==> src/rtl/echo_msg_pkg.sv <==
// rtl/echo_msg_pkg.sv - shared types and header helpers for the echo indication serializer
package echo_msg_pkg;

    typedef enum logic [1:0] {
        IDLE    = 2'd0,
        HEADER  = 2'd1,
        PAYLOAD = 2'd2
    } echo_state_t;

    localparam int HDR_ID_W  = 16;
    localparam int HDR_LEN_W = 16;

    localparam logic [HDR_LEN_W-1:0] HDR_PAYLOAD_LEN = 16'd1;

    // Header layout: method id in [31:16], payload word count in [15:0]
    function automatic logic [HDR_ID_W+HDR_LEN_W-1:0] build_header(
        input logic [HDR_ID_W-1:0]  id,
        input logic [HDR_LEN_W-1:0] len
    );
        return {id, len};
    endfunction

endpackage

==> src/rtl/echo_resp_fifo.sv <==
// rtl/echo_resp_fifo.sv - synchronous FIFO with wrap-bit pointers
module echo_resp_fifo #(
    parameter int DEPTH = 4,
    parameter int WIDTH = 32
) (
    input  logic             CLK,
    input  logic             nRST,
    input  logic             enq__ENA,
    input  logic [WIDTH-1:0] enq_v,
    input  logic             deq__ENA,
    output logic [WIDTH-1:0] first,
    output logic             full,
    output logic             empty,
    output logic             one_left
);

    localparam int AW = $clog2(DEPTH);

    logic [WIDTH-1:0] mem [DEPTH];
    logic [AW:0]      wr_ptr;
    logic [AW:0]      rd_ptr;
    logic [AW:0]      used;

    assign empty    = (wr_ptr == rd_ptr);
    assign full     = (wr_ptr[AW] != rd_ptr[AW]) && (wr_ptr[AW-1:0] == rd_ptr[AW-1:0]);
    assign used     = wr_ptr - rd_ptr;
    assign one_left = (used == {{AW{1'b0}}, 1'b1});
    assign first    = mem[rd_ptr[AW-1:0]];

    always_ff @(posedge CLK or negedge nRST) begin
        if (!nRST) begin
            wr_ptr <= '0;
            rd_ptr <= '0;
        end else begin
            if (enq__ENA && !full)
                wr_ptr <= wr_ptr + 1'b1;
            if (deq__ENA && !empty)
                rd_ptr <= rd_ptr + 1'b1;
        end
    end

    always_ff @(posedge CLK) begin
        if (enq__ENA && !full)
            mem[wr_ptr[AW-1:0]] <= enq_v;
    end

endmodule

==> src/rtl/echo_indication_serializer.sv <==
// rtl/echo_indication_serializer.sv - buffers echo indications and emits header/payload word pairs
module echo_indication_serializer
    import echo_msg_pkg::*;
#(
    parameter int          DEPTH     = 4,
    parameter logic [15:0] METHOD_ID = 16'h0001
) (
    input  logic        CLK,
    input  logic        nRST,
    input  logic        echo__ENA,
    input  logic [31:0] echo_v,
    output logic        echo__RDY,
    output logic        pipe_enq__ENA,
    output logic [31:0] pipe_enq_v,
    input  logic        pipe_enq__RDY,
    output logic [31:0] msgCount,
    output logic        msgCount__RDY
);

    echo_state_t state;
    logic [31:0] msg_count_r;
    logic [31:0] fifo_first;
    logic        fifo_full;
    logic        fifo_empty;
    logic        fifo_one_left;
    logic        push;
    logic        pop;

    assign push          = echo__ENA && !fifo_full;
    assign pop           = (state == PAYLOAD) && pipe_enq__RDY;
    assign echo__RDY     = !fifo_full;
    assign msgCount      = msg_count_r;
    assign msgCount__RDY = 1'b1;

    echo_resp_fifo #(
        .DEPTH (DEPTH),
        .WIDTH (32)
    ) u_fifo (
        .CLK      (CLK),
        .nRST     (nRST),
        .enq__ENA (push),
        .enq_v    (echo_v),
        .deq__ENA (pop),
        .first    (fifo_first),
        .full     (fifo_full),
        .empty    (fifo_empty),
        .one_left (fifo_one_left)
    );

    always_ff @(posedge CLK or negedge nRST) begin
        if (!nRST) begin
            state         <= IDLE;
            pipe_enq__ENA <= 1'b0;
            pipe_enq_v    <= '0;
            msg_count_r   <= '0;
        end else begin
            case (state)
                IDLE: begin
                    if (!fifo_empty) begin
                        state         <= HEADER;
                        pipe_enq__ENA <= 1'b1;
                        pipe_enq_v    <= build_header(METHOD_ID, HDR_PAYLOAD_LEN);
                    end
                end
                HEADER: begin
                    if (pipe_enq__RDY) begin
                        state      <= PAYLOAD;
                        pipe_enq_v <= fifo_first;
                    end
                end
                PAYLOAD: begin
                    if (pipe_enq__RDY) begin
                        msg_count_r <= msg_count_r + 32'd1;
                        // A word remains after this pop, or one arrives alongside it
                        if (!fifo_one_left || push) begin
                            state      <= HEADER;
                            pipe_enq_v <= build_header(METHOD_ID, HDR_PAYLOAD_LEN);
                        end else begin
                            state         <= IDLE;
                            pipe_enq__ENA <= 1'b0;
                            pipe_enq_v    <= '0;
                        end
                    end
                end
                default: begin
                    state         <= IDLE;
                    pipe_enq__ENA <= 1'b0;
                    pipe_enq_v    <= '0;
                end
            endcase
        end
    end

endmodule

==> config.mk <==
export PLATFORM = sky130hd
export DESIGN_NAME = echo_indication_serializer
export DESIGN_NICKNAME = d
export VERILOG_FILES = /design/src/rtl/echo_msg_pkg.sv /design/src/rtl/echo_resp_fifo.sv /design/src/rtl/echo_indication_serializer.sv
export SDC_FILE = /design/constraint.sdc
export NUM_CORES = 1
export LEC_CHECK = 0
export CAP_MARGIN = 20
export CORE_MARGIN = 5
export CORE_UTILIZATION = 56
export CTS_BUF_LIST = sky130_fd_sc_hd__clkbuf_4 sky130_fd_sc_hd__clkbuf_8
export CTS_CLUSTER_SIZE = 10
export DETAILED_ROUTE_END_ITERATION = 8
export PLACE_DENSITY = 0.82
export SYNTH_ARGS = -nofsm -noshare
export SYNTH_HDL_FRONTEND = slang
export SYNTH_SLANG_ARGS = --single-unit
==> constraint.sdc <==
create_clock -name CLK -period 5.9 [get_ports CLK]
set_input_delay 0.59 -clock CLK [delete_from_list [all_inputs] [get_ports CLK]]
set_output_delay 0.59 -clock CLK [all_outputs]
set_load 0.05 [all_outputs]
==> impl_metrics.env, run 1 <==
export IMPL_fin_ws_ns=2.48
export IMPL_post_route_min_period_ns=3.42
export IMPL_ys_ff_latch=201
export IMPL_rsz0062_at_grt="false"
export IMPL_drive_gt1_share_pct=17.9
export IMPL_yosysSeqAreaShare_pct=72.6
export IMPL_fp_dieW_um=128
export IMPL_async_flop_share_pct=36.3
export IMPL_htreeDepth=1
export IMPL_dieHeight_um=128
export IMPL_status="completed"
export IMPL_post_cts_setup_buffer_count=0
export IMPL_whs_ns=0.194
export IMPL_fmax_mhz=292
export IMPL_cts_root_buffer="clkbuf_8"
export IMPL_io_buffer_count=101
export IMPL_wl_per_cell_um=20.4
export IMPL_ys_warn_count=0
export IMPL_syn_area_um2=7810
export IMPL_n_antenna_cell=0
export IMPL_synth_cell_types=43
export IMPL_leakage_nw=3.67
export IMPL_drcViolationCount=0
export IMPL_syn_area_per_cell_um2=18.7
export IMPL_fin_crit_sh_pct=58.0
export IMPL_holdBufCountCts=0
export IMPL_synth_nets=462
export IMPL_dieArea_um2=16400
export IMPL_grt_pass1_wl_um=24500
export IMPL_hold_path_class="input port to async pin"
export IMPL_synth_flop_cell="edfxtp_1"
export IMPL_pin_count=103
export IMPL_drt_iter0_markers=308
export IMPL_grt_overflow=0
export IMPL_grt_pass1_vias=4528
export IMPL_finalClockSkew_ns=0.0264
export IMPL_crit_type="flip-flop to output pin"
export IMPL_grt_max_degree=74
export IMPL_placed_area_um2=8990
export IMPL_via_per_inst=5.69
export IMPL_postCtsResizedCells=0
export IMPL_cap_violations=0
export IMPL_timing_hold_violations_final=0
export IMPL_regArea_um2=5670
export IMPL_slew_violations=0
export IMPL_tightestPinTransition_ns=0.962
export IMPL_multi_input_area_um2=2030
export IMPL_insertion_delay_ns=0.56
export IMPL_grtUsageTotal_pct=19.0
export IMPL_first_pass_iters=5
export IMPL_place_congestion=0.787
export IMPL_rows=43
export IMPL_ant_nets=0
export IMPL_p_total_mw=5.00
export IMPL_design_area_um2=9680
export IMPL_core_area_um2=13800
export IMPL_setup_viol=0
export IMPL_routed_wirelength_um=15100
export IMPL_worst_path_max_fanout=36
export IMPL_required_ns=5.31
export IMPL_dpl_hpwl_um=9260
export IMPL_final_nets=583
export IMPL_tns_ns=0
export IMPL_slew_headroom_pct=35.9
export IMPL_initial_core_util_pct=56.7
export IMPL_cts_tree="yes"
export IMPL_synthCells=417
export IMPL_syn_to_final_growth_pct=23.9
export IMPL_antenna_found_initial=0
export IMPL_end_kind="output pin"
export IMPL_clockBufferDepth=3
export IMPL_clkSlewWorstSetupHoldPaths_ns=0.06
export IMPL_vias=4231
export IMPL_cts_buffers=31
export IMPL_crit_path_start_kind="flip-flop"
export IMPL_n_fill_cell=906
export IMPL_cp_arrival_ns=2.83
export IMPL_ir_worst_vdd_mv=0.385
export IMPL_pre_cts_ws_ns=2.89
export IMPL_cts_sinks=201
export IMPL_power_density_nw_per_um2=516
export IMPL_synth_edf_count=128
-- registers in the layout, indices dropped and copies added (netlist names) --
register and count:
msgCount 32, state 2, pipe_enq_v 32, u_fifo.wr_ptr 3
u_fifo.rd_ptr 3, pipe_enq__ENA 1, u_fifo.mem 128
-- cells in the final DEF, fill, tap and decap left out, drive strengths merged, types with 2 or more instances in the layout --
master and instances:
mux4 32, edfxtp 128, xor2 7, clkbuf 44, a221o 2, nor3 2, nand4 12, clkdlybuf4s50 100
xnor2 29, nor4 4, clkinv 10, buf 4, ha 8, and4 2, nand3b 2, nand2 13
and2 5, dfrtp 73, bufinv 3, o21ai 4, nand4b 2, inv 8, a22o 30, nor2 4
nand3 16, and3 6
-- through the flow --
stage | util (%) | std cells
2_1_floorplan | - | 417
3_3_place_gp | 65.3 | 685
3_5_place_dp | 65.3 | 685
4_1_cts | 70.3 | 743
5_1_grt | 70.3 | 743
6_report | 70.3 | 743
-- metal layers --
metal  share of wire, %  global-route usage, %  up-vias
met5                  0                      0        -
met4                1.8                   4.68        0
met3                7.9                   4.17       29
met2                 51                   33.1      164
met1                 39                   24.6     2150
li1                   -                      -     1888
-- synth_stat cells, types with 2 or more instances --
library cell / count / area (µm²)
edfxtp_1: 128 / 3840
dfrtp_1: 73 / 1830
mux4_2: 32 / 721
a22o_1: 30 / 263
xnor2_1: 29 / 254
nand3_1: 16 / 80.1
nand2_1: 13 / 48.8
nand4_1: 11 / 68.8
ha_1: 8 / 100
inv_1: 7 / 26.3
xor2_1: 7 / 61.3
and3_1: 6 / 37.5
clkbuf_1: 6 / 22.5
and2_1: 5 / 31.3
buf_2: 4 / 20.0
nor2_1: 4 / 15.0
buf_6: 3 / 33.8
nor4_4: 3 / 63.8
o21ai_0: 3 / 15.0
a221o_1: 2 / 20.0
and4_1: 2 / 17.5
buf_4: 2 / 15.0
nand3b_1: 2 / 15.0
nor3_1: 2 / 10.0
-- report_power, final --
group | switching, mW | total, mW | internal, mW
logic | 0.989 | 1.65 | 0.664
registers | 0.228 | 2.10 | 1.87
clock network | 0.514 | 1.25 | 0.732
total | 1.73 | 5.00 | 3.27
-- kinds of logic after synthesis --
family                   synth area share (%)
other                                  0.0480
adder cells (fa/ha/maj)                  1.54
buffers and inverters                    1.55
AND/OR/NAND/NOR                          6.05
multiplexers                             9.37
XOR/XNOR                                 4.32
AO/OA/AOI/OAI                            4.56
flip-flops                               72.6
-- final timing paths --
kind | slack, ns | depth (start not counted) | endpoint | startpoint
max | 2.48 | 4 | echo__RDY | u_fifo.rd_ptr[1]
min | 0.19 | 1 | u_fifo.wr_ptr[0] | nRST
max reg2reg | 2.88 | 4 | u_fifo.mem[3][5] | u_fifo.rd_ptr[1]
min reg2reg | 0.48 | 1 | msgCount[31] | msgCount[31]
max in group asynchronous | 5.04 | 1 | u_fifo.rd_ptr[0] | nRST
min in group CLK | 0.48 | 1 | msgCount[31] | msgCount[31]
-- worst max-delay path, cell delays in order, from the launching register on --
cell,delay (ns)
dfrtp_2,0.93
inv_1,0.11
ha_1,0.36
nand3_1,0.08
clkdlybuf4s50_1,0.80
-- cell type report --
class / count / area share, %
flip-flops and latches: 201 / 58.6
multi-input cells: 193 / 21.0
repair buffers: 104 / 10.7
clock buffers: 44 / 5.67
well taps: 180 / 2.33
clock inverters: 14 / 1.46
inverters: 7 / 0.271
No activity file was read; power rests on OpenSTA's default activity.
==> run 2: changes to the inputs <==
==> constraint.sdc (replaced) <==
create_clock -name CLK -period 3.6 [get_ports CLK]
set_input_delay 0.36 -clock CLK [delete_from_list [all_inputs] [get_ports CLK]]
set_output_delay 0.36 -clock CLK [all_outputs]
set_load 0.05 [all_outputs]
==> run 2 against run 1 <==
Net effect:
- first-iteration DRC count decreased by 1.3%
- die area unchanged
- worst setup slack got worse by 1.6 ns
- clock power increased by 74%
- worst hold slack improved by 0.25 ns
- flip-flop and latch count unchanged
- final cell count unchanged
- design area increased by 0.53%
- register-to-register slack got worse by 1.8 ns
- critical path type unchanged
- largest power group unchanged
==> impl_metrics.env, run 2 (synthesis gave the netlist of run 1 again) <==
export IMPL_timing_critical_path_buf_inv=2
export IMPL_place_congestion=0.787
export IMPL_slew_violations=0
export IMPL_dpl_hpwl_um=9190
export IMPL_worst_path_max_fanout=4
export IMPL_slowest_stage="clkdlybuf4s50_1"
export IMPL_tightestPinTransition_ns=0.955
export IMPL_clockBufferDepth=3
export IMPL_design_area_um2=9730
export IMPL_setup_viol=0
export IMPL_cap_violations=0
export IMPL_n_antenna_cell=0
export IMPL_end_kind="output pin"
export IMPL_cts_sinks=201
export IMPL_grt_max_degree=74
export IMPL_cts_tree="yes"
export IMPL_first_pass_iters=5
export IMPL_io_buffer_count=101
export IMPL_worst_path_largest_cell_delay_ns=0.81
export IMPL_drt_iter0_markers=304
export IMPL_routed_wirelength_um=14900
export IMPL_fmax_mhz=371
export IMPL_r2r_slack_ns=1.08
export IMPL_dieHeight_um=128
export IMPL_utilization_pct=70.7
export IMPL_grt_pass1_vias=4523
export IMPL_leakage_nw=3.69
export IMPL_hold_path_class="input port to flip-flop"
export IMPL_largest_reg_flops=128
export IMPL_grtUsageTotal_pct=18.8
export IMPL_layout_commonest_cell="edfxtp_1"
export IMPL_post_route_min_period_ns=2.70
export IMPL_tns_ns=0
export IMPL_fp_dieW_um=128
export IMPL_ir_worst_vdd_mv=0.521
export IMPL_fin_crit_sh_pct=74.9
export IMPL_status="completed"
export IMPL_drcViolationCount=0
export IMPL_syn_to_final_growth_pct=24.5
export IMPL_insertion_delay_ns=0.55
export IMPL_dieArea_um2=16400
export IMPL_htreeDepth=1
export IMPL_rows=43
export IMPL_antenna_found_initial=0
export IMPL_n_fill_cell=908
export IMPL_cts_root_buffer="clkbuf_8"
export IMPL_grt_overflow=0
export IMPL_initial_core_util_pct=56.7
export IMPL_slew_headroom_pct=36.4
export IMPL_crit_path_start_kind="flip-flop"
export IMPL_crit_type="flip-flop to output pin"
export IMPL_layout_common_cells="128 x edfxtp_1, 100 x clkdlybuf4s50_1, 71 x dfrtp_1"
export IMPL_rsz0062_at_grt="false"
export IMPL_wl_per_cell_um=20.1
export IMPL_power_density_nw_per_um2=855
export IMPL_final_nets=584
export IMPL_path_delay_family="buffers and inverters"
export IMPL_finalClockSkew_ns=0.0135
export IMPL_cts_buffers=30
export IMPL_core_area_um2=13800
export IMPL_via_per_inst=5.63
export IMPL_grt_pass1_wl_um=24100
export IMPL_cp_arrival_ns=2.34
export IMPL_clkSlewWorstSetupHoldPaths_ns=0.06
export IMPL_drive_gt1_share_pct=18.5
export IMPL_required_ns=3.24
export IMPL_crit_chain="inv_1 > ha_1 > nand3_1 > clkdlybuf4s50_1"
export IMPL_vias=4186
export IMPL_ant_nets=0
export IMPL_timing_hold_violations_final=0
export IMPL_placed_area_um2=9000
export IMPL_pin_count=103
[run 2: what timing repair did]
| item | CTS | global route |
|---|---|---|
| buffers inserted | 0 | 0 |
| gates resized for setup | 0 | 0 |
| endpoints found under the setup margin | 0 | 0 |
| endpoints found under the hold margin | 73 | 0 |
| hold buffers | 1 | 0 |
[run 2: layout make-up]
| class | count | area [µm²] | share of cell area, % |
|---|---|---|---|
| Timing Repair Buffer | 106 | 1050 | 10.8 |
| Inverter | 7 | 26.3 | 0.270 |
| Tap cell | 180 | 225 | 2.31 |
| Sequential cell | 201 | 5670 | 58.3 |
| Multi-Input combinational cell | 193 | 2030 | 20.9 |
| Clock inverter | 14 | 190 | 1.95 |
| Clock buffer | 42 | 534 | 5.49 |
[run 2: final timing paths]
check | startpoint | end | cells past startpoint
setup / recovery | u_fifo.wr_ptr[0] | echo__RDY | 4
hold / removal | echo_v[19] | u_fifo.mem[2][19] | 1
setup reg to reg | u_fifo.wr_ptr[0] | u_fifo.mem[3][25] | 4
hold reg to reg | msgCount[31] | msgCount[31] | 1
max in group asynchronous | nRST | u_fifo.rd_ptr[1] | 2
min in group asynchronous | nRST | msgCount[8] | 2
[run 2: power breakdown]
group,internal [mW],switching [mW]
clock,1.32,0.855
combinational,1.09,1.70
sequential,3.07,0.286
[run 2: metal layers]
metal / track usage [%] / part of all wire (%) / up-vias / wire, µm
met2: 31.1 / 50 / 151 / 7500
met4: 4.74 / 1.3 / 0 / 189
met3: 4.21 / 7.4 / 20 / 1100
met5: 0 / 0 / - / 0
met1: 25.6 / 41 / 2124 / 6130
li1: - / - / 1891 / -
[run 2: through the flow]
step / worst slack, ns / power (mW) / instances / hold slack [ns]
after detailed placement: 1.07 / 6.23 / 686 / 0.490
after floorplan: 0.649 / 5.34 / 417 / 0.0644
after global placement: 1.14 / 6.14 / 686 / 0.471
after global routing: 0.821 / 8.74 / 743 / 0.416
after CTS: 0.848 / 8.42 / 743 / 0.410
final: 0.904 / 8.32 / 743 / 0.446
